--- src/rtl/uart_cmd_parser_pkg.sv ---
// Shared constants and types for the UART command parser.
// ASCII codes, FSM state and command-type encodings.
package cmd_pkg;

    localparam logic [7:0] CH_L    = 8'h6c;
    localparam logic [7:0] CH_L_UC = 8'h4c;
    localparam logic [7:0] CH_A    = 8'h61;
    localparam logic [7:0] CH_A_UC = 8'h41;
    localparam logic [7:0] CH_AT   = 8'h40;
    localparam logic [7:0] CH_0    = 8'h30;
    localparam logic [7:0] CH_9    = 8'h39;
    localparam logic [7:0] CH_CR   = 8'h0d;

    localparam logic [3:0] MAX_TENS = 4'd5;

    typedef enum logic [1:0] {
        IDLE    = 2'd0,
        DIGITS  = 2'd1,
        WAIT_CR = 2'd2
    } state_e;

    typedef enum logic {
        TIME  = 1'b0,
        ALARM = 1'b1
    } cmd_e;

endpackage

--- src/rtl/uart_cmd_parser_if.sv ---
// Byte-in / command-out bundle of the UART command parser.
// master = byte source and consumer of strobes, slave = parser.
interface uart_cmd_parser_if;

    logic [7:0]  rx_data;
    logic        rx_data_rdy;
    logic        ld_time;
    logic        ld_alarm;
    logic [15:0] bcd_val;
    logic        alarm_en;
    logic        cmd_err;
    logic        busy;

    modport master (
        output rx_data,
        output rx_data_rdy,
        input  ld_time,
        input  ld_alarm,
        input  bcd_val,
        input  alarm_en,
        input  cmd_err,
        input  busy
    );

    modport slave (
        input  rx_data,
        input  rx_data_rdy,
        output ld_time,
        output ld_alarm,
        output bcd_val,
        output alarm_en,
        output cmd_err,
        output busy
    );

endinterface

--- src/rtl/uart_cmd_parser_ascii_bcd_check.sv ---
// Classifies one ASCII byte as a BCD digit for a given MM:SS position.
// Tens positions (index 0 and 2) accept 0-5, ones positions 0-9.
module ascii_bcd_check
    import cmd_pkg::*;
(
    input  logic [7:0] byte_i,
    input  logic [1:0] idx_i,
    output logic       is_digit_o,
    output logic       in_range_o,
    output logic [3:0] nibble_o
);

    logic [7:0] diff;

    // Bytes below '0' wrap to large values, so one compare covers both ends.
    assign diff       = byte_i - CH_0;
    assign is_digit_o = (diff <= 8'd9);
    assign nibble_o   = diff[3:0];

    always_comb begin
        in_range_o = is_digit_o;
        unique case (idx_i)
            2'd0, 2'd2: in_range_o = is_digit_o && (nibble_o <= MAX_TENS);
            default:    in_range_o = is_digit_o;
        endcase
    end

endmodule

--- src/rtl/uart_cmd_parser.sv ---
// UART command parser: l/a + 4 BCD digits + CR loads, @ toggles alarm.
// Bad bytes abort with cmd_err; the committed value is never touched.
module uart_cmd_parser
    import cmd_pkg::*;
#(
    parameter logic [7:0] CR_CHAR = CH_CR
) (
    input logic             clk12m,
    input logic             rst,
    uart_cmd_parser_if.slave bus
);

    state_e      state_q, state_d;
    cmd_e        cmd_q, cmd_d;
    logic [1:0]  idx_q, idx_d;
    logic [15:0] stage_q, stage_d;
    logic [15:0] bcd_q, bcd_d;
    logic        alarm_en_q, alarm_en_d;
    logic        ld_time_q, ld_time_d;
    logic        ld_alarm_q, ld_alarm_d;
    logic        cmd_err_q, cmd_err_d;

    logic        is_digit;
    logic        in_range;
    logic [3:0]  nibble;

    ascii_bcd_check u_check (
        .byte_i     (bus.rx_data),
        .idx_i      (idx_q),
        .is_digit_o (is_digit),
        .in_range_o (in_range),
        .nibble_o   (nibble)
    );

    always_comb begin
        state_d    = state_q;
        cmd_d      = cmd_q;
        idx_d      = idx_q;
        stage_d    = stage_q;
        bcd_d      = bcd_q;
        alarm_en_d = alarm_en_q;
        ld_time_d  = 1'b0;
        ld_alarm_d = 1'b0;
        cmd_err_d  = 1'b0;

        if (bus.rx_data_rdy) begin
            unique case (state_q)
                IDLE: begin
                    unique case (1'b1)
                        (bus.rx_data == CH_L) || (bus.rx_data == CH_L_UC): begin
                            cmd_d   = TIME;
                            idx_d   = 2'd0;
                            state_d = DIGITS;
                        end
                        (bus.rx_data == CH_A) || (bus.rx_data == CH_A_UC): begin
                            cmd_d   = ALARM;
                            idx_d   = 2'd0;
                            state_d = DIGITS;
                        end
                        (bus.rx_data == CH_AT): begin
                            alarm_en_d = ~alarm_en_q;
                        end
                        default: ;
                    endcase
                end
                DIGITS: begin
                    if (in_range) begin
                        // Shift in MSB-first; four accepts fill all nibbles.
                        stage_d = {stage_q[11:0], nibble};
                        idx_d   = idx_q + 2'd1;
                        if (idx_q == 2'd3) begin
                            state_d = WAIT_CR;
                        end
                    end else begin
                        cmd_err_d = 1'b1;
                        state_d   = IDLE;
                    end
                end
                WAIT_CR: begin
                    state_d = IDLE;
                    if (bus.rx_data == CR_CHAR) begin
                        bcd_d      = stage_q;
                        ld_time_d  = (cmd_q == TIME);
                        ld_alarm_d = (cmd_q == ALARM);
                    end else begin
                        cmd_err_d = 1'b1;
                    end
                end
                default: begin
                    state_d = IDLE;
                end
            endcase
        end
    end

    always_ff @(posedge clk12m or posedge rst) begin
        if (rst) begin
            state_q    <= IDLE;
            cmd_q      <= TIME;
            idx_q      <= 2'd0;
            stage_q    <= 16'h0000;
            bcd_q      <= 16'h0000;
            alarm_en_q <= 1'b0;
            ld_time_q  <= 1'b0;
            ld_alarm_q <= 1'b0;
            cmd_err_q  <= 1'b0;
        end else begin
            state_q    <= state_d;
            cmd_q      <= cmd_d;
            idx_q      <= idx_d;
            stage_q    <= stage_d;
            bcd_q      <= bcd_d;
            alarm_en_q <= alarm_en_d;
            ld_time_q  <= ld_time_d;
            ld_alarm_q <= ld_alarm_d;
            cmd_err_q  <= cmd_err_d;
        end
    end

    assign bus.ld_time  = ld_time_q;
    assign bus.ld_alarm = ld_alarm_q;
    assign bus.cmd_err  = cmd_err_q;
    assign bus.bcd_val  = bcd_q;
    assign bus.alarm_en = alarm_en_q;
    assign bus.busy     = (state_q != IDLE);

endmodule
--- src/flat_wrapper.sv ---
// flat-port wrapper written by rule: the top's interface ports become plain ports
module uart_cmd_parser_flat import cmd_pkg::*;
#(
    parameter logic [7:0] CR_CHAR = CH_CR
)
  (clk12m, rst, bus_rx_data, bus_rx_data_rdy, bus_ld_time, bus_ld_alarm, bus_bcd_val, bus_alarm_en, bus_cmd_err, bus_busy);
  uart_cmd_parser_if bus_i ();
  input logic clk12m;
  input logic rst;
  input wire logic [$bits(bus_i.rx_data)-1:0] bus_rx_data;
  input wire logic [$bits(bus_i.rx_data_rdy)-1:0] bus_rx_data_rdy;
  output wire logic [$bits(bus_i.ld_time)-1:0] bus_ld_time;
  output wire logic [$bits(bus_i.ld_alarm)-1:0] bus_ld_alarm;
  output wire logic [$bits(bus_i.bcd_val)-1:0] bus_bcd_val;
  output wire logic [$bits(bus_i.alarm_en)-1:0] bus_alarm_en;
  output wire logic [$bits(bus_i.cmd_err)-1:0] bus_cmd_err;
  output wire logic [$bits(bus_i.busy)-1:0] bus_busy;
  assign bus_i.rx_data = bus_rx_data;
  assign bus_i.rx_data_rdy = bus_rx_data_rdy;
  assign bus_ld_time = bus_i.ld_time;
  assign bus_ld_alarm = bus_i.ld_alarm;
  assign bus_bcd_val = bus_i.bcd_val;
  assign bus_alarm_en = bus_i.alarm_en;
  assign bus_cmd_err = bus_i.cmd_err;
  assign bus_busy = bus_i.busy;
  uart_cmd_parser #(.CR_CHAR(CR_CHAR)) u_core (.clk12m(clk12m), .rst(rst), .bus(bus_i));
endmodule
--- config.mk ---
export PLATFORM = sky130hd
export DESIGN_NAME = uart_cmd_parser_flat
export DESIGN_NICKNAME = d
export VERILOG_FILES = /design/src/rtl/uart_cmd_parser_pkg.sv /design/src/rtl/uart_cmd_parser_if.sv /design/src/rtl/uart_cmd_parser_ascii_bcd_check.sv /design/src/rtl/uart_cmd_parser.sv /design/src/flat_wrapper.sv
export SDC_FILE = /design/constraint.sdc
export NUM_CORES = 1
export LEC_CHECK = 0
export BUFFER_PORTS_ARGS = -buffer_cell sky130_fd_sc_hd__buf_4
export CAP_MARGIN = 20
export CORE_ASPECT_RATIO = 0.8
export CORE_MARGIN = 1
export CORE_UTILIZATION = 55
export CTS_CLUSTER_SIZE = 40
export DETAILED_ROUTE_END_ITERATION = 10
export PLACE_DENSITY = 0.83
export SLEW_MARGIN = 10
export SYNTH_ARGS = -nofsm -noshare
export SYNTH_HDL_FRONTEND = slang
export SYNTH_SLANG_ARGS = --single-unit
--- constraint.sdc ---
create_clock -name clk12m -period 2.9 [get_ports clk12m]
set_clock_uncertainty 0.1 [all_clocks]
set_input_delay 0.145 -clock clk12m [delete_from_list [all_inputs] [get_ports clk12m]]
set_output_delay 0.145 -clock clk12m [all_outputs]
set_load 0.005 [all_outputs]
# After elaboration in Yosys (flattened, before gate mapping)
# Cells that the tools add are included.
[totals]
ff_bits = 41
out_inout_bits = 21
[classes]
n_addsub = 2
order_cmp = 2
n_eq_ne = 13
mux = 19
bitwise_logic = 2
reduce_logical = 16
[ops]
columns = ["operator", "count"]
rows = [
  ["== test 8 x 7 -> 1 bit (second input constant)", 5],
  ["AND reduction 3 bit", 5],
  ["2-to-1 mux 1 bit", 10],
  ["2-to-1 mux 2 bit", 5],
  ["== test 8 x 4 -> 1 bit (second input constant)", 1],
  ["<= comparator 8 x 4 -> 1 bit (second input constant)", 1],
  ["one-hot mux 2 bit (2 select lines)", 2],
  ["subtractor 8 x 6 -> 8 bit (second input constant)", 1],
  ["== test 2 bit (second input constant)", 3],
  ["nonzero test 2 bit", 3],
  ["<= comparator 4 x 3 -> 1 bit (second input constant)", 1],
  ["logical NOT 2 bit", 2],
  ["one-hot mux 1 bit (2 select lines)", 2],
  ["AND reduction 4 bit", 1],
  ["OR reduction 2 bit", 2],
  ["inequality test 3 bit (second input constant)", 1],
  ["adder 2 x 1 -> 2 bit (second input constant)", 1],
  ["== test 2 x 1 -> 1 bit (second input constant)", 1],
  ["logical OR 1 bit", 2],
  ["inequality test 2 x 1 -> 1 bit (second input constant)", 1],
  ["inequality test 2 bit (second input constant)", 1],
  ["NOT 1 bit", 2],
  ["logical AND 1 bit", 1],
]

# Longest topological paths before layout
[logic_depth]
ltp_word = 7
depth_mapped = 6

# Cells and area by module
# A second synthesis with hierarchy kept.
[hier_totals]
hier_cells = 140
hier_area_um2 = 1886.8
[by_module_without_submodules]
columns = ["mod", "n_inst", "cells_per_inst", "area_each_um2", "seq_area_each_um2"]
rows = [
  ["uart_cmd_parser", 1, 127, 1809.2, 1026.0],
  ["ascii_bcd_check", 1, 13, 77.6, 0.0],
]

# Worst setup path after synthesis
# OpenSTA, ideal clock, no wires.
[synth_path]
path_type = "register to register"
from = "register u_core.idx_q[0]"
to = "register u_core.stage_q[0]"
arrival_ns = 1.777
setup_slack_ns = 0.898
stages_incl_launch_ff = 7
n_path_buf = 1
cell_sequence = "dfrtp_1 inv_1 ha_1 nor2_1 o2111ai_1 buf_2 mux2_2"
[synth_between]
elab_chain_cells = 4
[synth_rtl]
columns = ["item", "line_no", "source"]
rows = [
  ["from (decl)", "uart_cmd_parser.sv:15", "logic [1:0] idx_q, idx_d;"],
  ["from (signal assigned)", "uart_cmd_parser.sv:110", "idx_q <= idx_d;"],
  ["== test 2 bit / logical NOT 2 bit (equally long branches)", "uart_cmd_parser_ascii_bcd_check.sv:22", "unique case (idx_i)"],
  ["OR reduction 2 bit *", "uart_cmd_parser_ascii_bcd_check.sv:22", ""],
  ["2-to-1 mux 1 bit *", "uart_cmd_parser_ascii_bcd_check.sv:22", ""],
  ["AND reduction 3 bit (no source line) *", "-", ""],
  ["to (signal assigned)", "uart_cmd_parser.sv:111", "stage_q <= stage_d;"],
  ["to (decl)", "uart_cmd_parser.sv:16", "logic [15:0] stage_q, stage_d;"],
]
# Mark *: on every way between the ends. The rest lies on a longest branch, timed or not.
# A chain may end at the register's enable or synchronous reset.

# Final worst setup path
[layout_path]
from = "input port bus_rx_data[5]"
to = "register u_core.bcd_q[11] (netlist: u_core.bus.bcd_val[11])"
[layout_between]
elab_chain_cells = 2
[layout_rtl]
columns = ["item", "line_no", "source"]
rows = [
  ["from (decl)", "flat_wrapper.sv:10", "input wire logic [$bits(bus_i.rx_data)-1:0] bus_rx_data;"],
  ["== test 8 x 4 -> 1 bit", "uart_cmd_parser.sv:81", "if (bus.rx_data == CR_CHAR) begin"],
  ["AND reduction 3 bit (no source line)", "-", ""],
  ["to (signal assigned)", "uart_cmd_parser.sv:102", "bcd_q <= 16'h0000;"],
  ["to (signal assigned)", "uart_cmd_parser.sv:112", "bcd_q <= bcd_d;"],
  ["to (decl)", "uart_cmd_parser.sv:17", "logic [15:0] bcd_q, bcd_d;"],
]
# No other way between the ends.

==> results.yml <==
status:
  status: "complete, no violations"
critical_path:
  r2r_setup_slack_ns: 1.04
  path_cells: "buf_4 > or4b_1 > or4_4 > nor2_8 > mux2_2"
  crit_cells: 5
  reg2reg_to: "u_core.stage_q[12]$_DFFE_PP0P_"
  path_delay_family: "simple AND/OR/NAND/NOR gates"
  critPathRequiredTime_ns: 2.97
  regToRegStartpoint: "u_core.state_q[1]$_DFFE_PP0P_"
  critPathLaunchType: "input port"
  critPathMaxStageDelay_ns: 0.50
  endpoint_kind: "register"
  path_buf_inv: 1
  worst-setup-path-type: "in -> reg"
  arrival_ns: 1.96
  reg2reg_depth: 6
  critPathSlowestCell: "or4b_1"
  crit_fanout: 16
synth:
  yosys.area.top_type: "dfrtp_1"
  yosysTopAreaCellShare_pct: 54.4
  avgSynthCellArea_um2: 14.2
  synth_edf_count: 0
  async_reset_ff_share_pct: 100
  ys_warn_count: 0
  yosysUniqueCellTypes: 42
  ys.flop_type: "dfrtp_1"
  synth_cells: 133
  syn_area_um2: 1890
  synth_seq_area_share_pct: 54.4
  synthTopCellsByArea: "dfrtp_1, mux2_2, mux2_4"
  syn-num-nets: 150
  yosys_register_bits: 41
drt:
  drt_iter0_markers: 49
  drtPass1Iterations: 4
  ant_nets: 0
  finalWirelength_mm: 3.43
  drcViolationCount: 0
  wl_per_cell_um: 16.2
  routed-via-count: 1219
  vias_per_cell: 5.75
pwr:
  p_per_area_nw_per_um2: 453
  leakage_nw: 1.17
  vdd_drop_max_uv: 336
sta:
  worst_pin_slew_ns: 0.506
  setup_viol: 0
  rsz0062_at_grt: "false"
  slew_viol_final: 0
  max-slew-margin-rel_pct: 66.3
  layout_min_cycle_time_ns: 1.88
  whs_ns: 0.0350
  period_share_pct: 64.9
  fmax_ghz: 0.531
  finalHoldViolCount: 0
  tns_ns: 0
cells_and_area:
  nets: 188
  finalNonFillerCells: 212
  post-route-util_pct: 70.7
  final_layout_size_suffix_gt1_share_pct: 44.8
  area_growth_pct: 19.0
  diodes: 0
  fillCellCount: 218
global_routing:
  grt_pass1_wl_mm: 5.51
  grt_usage_pct: 21.9
  grt_max_degree: 42
  overflow: 0
  grt_pass1_vias: 1151
  antenna_found_initial: 0
flow_run:
  drv_cap: 0
place:
  place_congestion: 0.879
  port_buffers: 31
  dp_hpwl_mm: 2.42
  place_inst: 203
cts:
  cts_tree: "yes"
  postCtsSetupRepairBufs: 0
  cts_buffers: 5
  h-tree-depth: 2
  cts_buffer_depth: 2
  clkSinkCount: 41
  cts_hold_buffers: 1
  ctsResizeCount: 0
  clkLatencyLatePin_ns: 0.29
  cts-root-buf: "clkbuf_8"
  path_clk_slew_ns: 0.08
floorplan:
  initial_utilization_pct: 59.4
  io_pins: 32
  dieArea_um2: 3670
  dieHeight_um: 54.4
  core_um2: 3180
  die_x_um: 67.5
  rows: 18
hold_path:
  min_from: "bus_rx_data_rdy"
  min_path_type: "in -> reg"
  holdPathStages: 3
  hold_end: "u_core.bus.cmd_err$_DFF_PP0_"
worst register-to-register path, delay by kind of cell, from the launching register on:
kind	cells	cell delay (ns)
muxes	1	0.37
adders and majority gates	1	0.26
and+or+nand+nor	1	0.16
DFF	1	0.36
AOI/OAI and AO/OA	1	0.11
buffers and inverters	2	0.37
report_power, final:
group,switching (mW),leakage [nW],internal (mW)
clock network,0.177,0.0395,0.171
registers,0.00472,0.567,0.578
logic,0.0503,0.559,0.0364
cell usage after synthesis, types with 2 or more instances:
| cell type | number |
|---|---|
| nand3_1 | 2 |
| nand2_1 | 4 |
| inv_1 | 6 |
| nor2_1 | 4 |
| mux2_2 | 22 |
| mux2_4 | 10 |
| dfrtp_1 | 41 |
| o2111ai_1 | 2 |
| ha_1 | 6 |
| o211ai_1 | 3 |
| o21ai_0 | 2 |
layout make-up:
class | instances | area [um2] | share of cell area, %
flip-flops and latches | 41 | 1030 | 45.7
multi-input cells | 82 | 806 | 35.9
repair buffers | 34 | 258 | 11.5
clock buffers | 8 | 80.1 | 3.57
well taps | 40 | 50.0 | 2.23
inverters | 7 | 26.3 | 1.17
registers in the layout, indices dropped and copies added (netlist names):
name and flops:
u_core.state_q 2, u_core.bus.bcd_val 16, u_core.stage_q 16, u_core.bus.ld_alarm 1
u_core.cmd_q 1, u_core.bus.ld_time 1, u_core.bus.cmd_err 1, u_core.bus.alarm_en 1
u_core.idx_q 2
cell usage in the layout (no fill, tap or decap), drive strengths merged, types with 3 or more instances in the layout:
| master | n |
|---|---|
| o211ai | 3 |
| clkbuf | 8 |
| dfrtp | 41 |
| nor2 | 5 |
| inv | 6 |
| mux2 | 32 |
| buf | 33 |
| ha | 6 |
| nand2 | 4 |
metrics by stage:
stage | worst slack (ns) | total power [mW] | cell area (um2)
finish | 1.02 | 1.02 | 2250
global route | 0.976 | 1.06 | 2250
CTS | 1.03 | 1.03 | 2250
detailed placement | 0.721 | 0.678 | 2160
global placement | 0.751 | 0.674 | 2160
floorplan | 0.898 | 0.640 | 1890
routing by layer:
metal	vias to the layer above	track usage (%)	routed length, um
met5	-	0	0
met4	0	13.1	44
met3	6	5.63	137
met2	29	32.3	1670
met1	620	29.1	1580
li1	564	-	-
cell families after synthesis:
family	count (synthesis)	synth area share, %
flops	41	54.4
mux	32	21.1
simple gates	23	8.69
compound gates	20	8.49
buf+inv	10	2.92
fa+ha+maj	6	3.98
xor+xnor	1	0.464
how the worst max path moves through the flow:
stage | start | end | slack, ns
6_report | bus_rx_data[5] | u_core.bus.bcd_val[11]$_DFFE_PP0P_ | 1.02
5_1_grt | bus_rx_data[5] | u_core.bus.bcd_val[10]$_DFFE_PP0P_ | 0.98
4_1_cts | bus_rx_data[5] | u_core.bus.bcd_val[11]$_DFFE_PP0P_ | 1.03
3_5_place_dp | bus_rx_data[5] | u_core.bus.bcd_val[10]$_DFFE_PP0P_ | 0.72
3_3_place_gp | bus_rx_data[5] | u_core.bus.bcd_val[15]$_DFFE_PP0P_ | 0.75
2_1_floorplan | u_core.idx_q[0]$_DFFE_PP0P_ | u_core.stage_q[0]$_DFFE_PP0P_ | 0.90
Power figures use the tool's default switching activity.
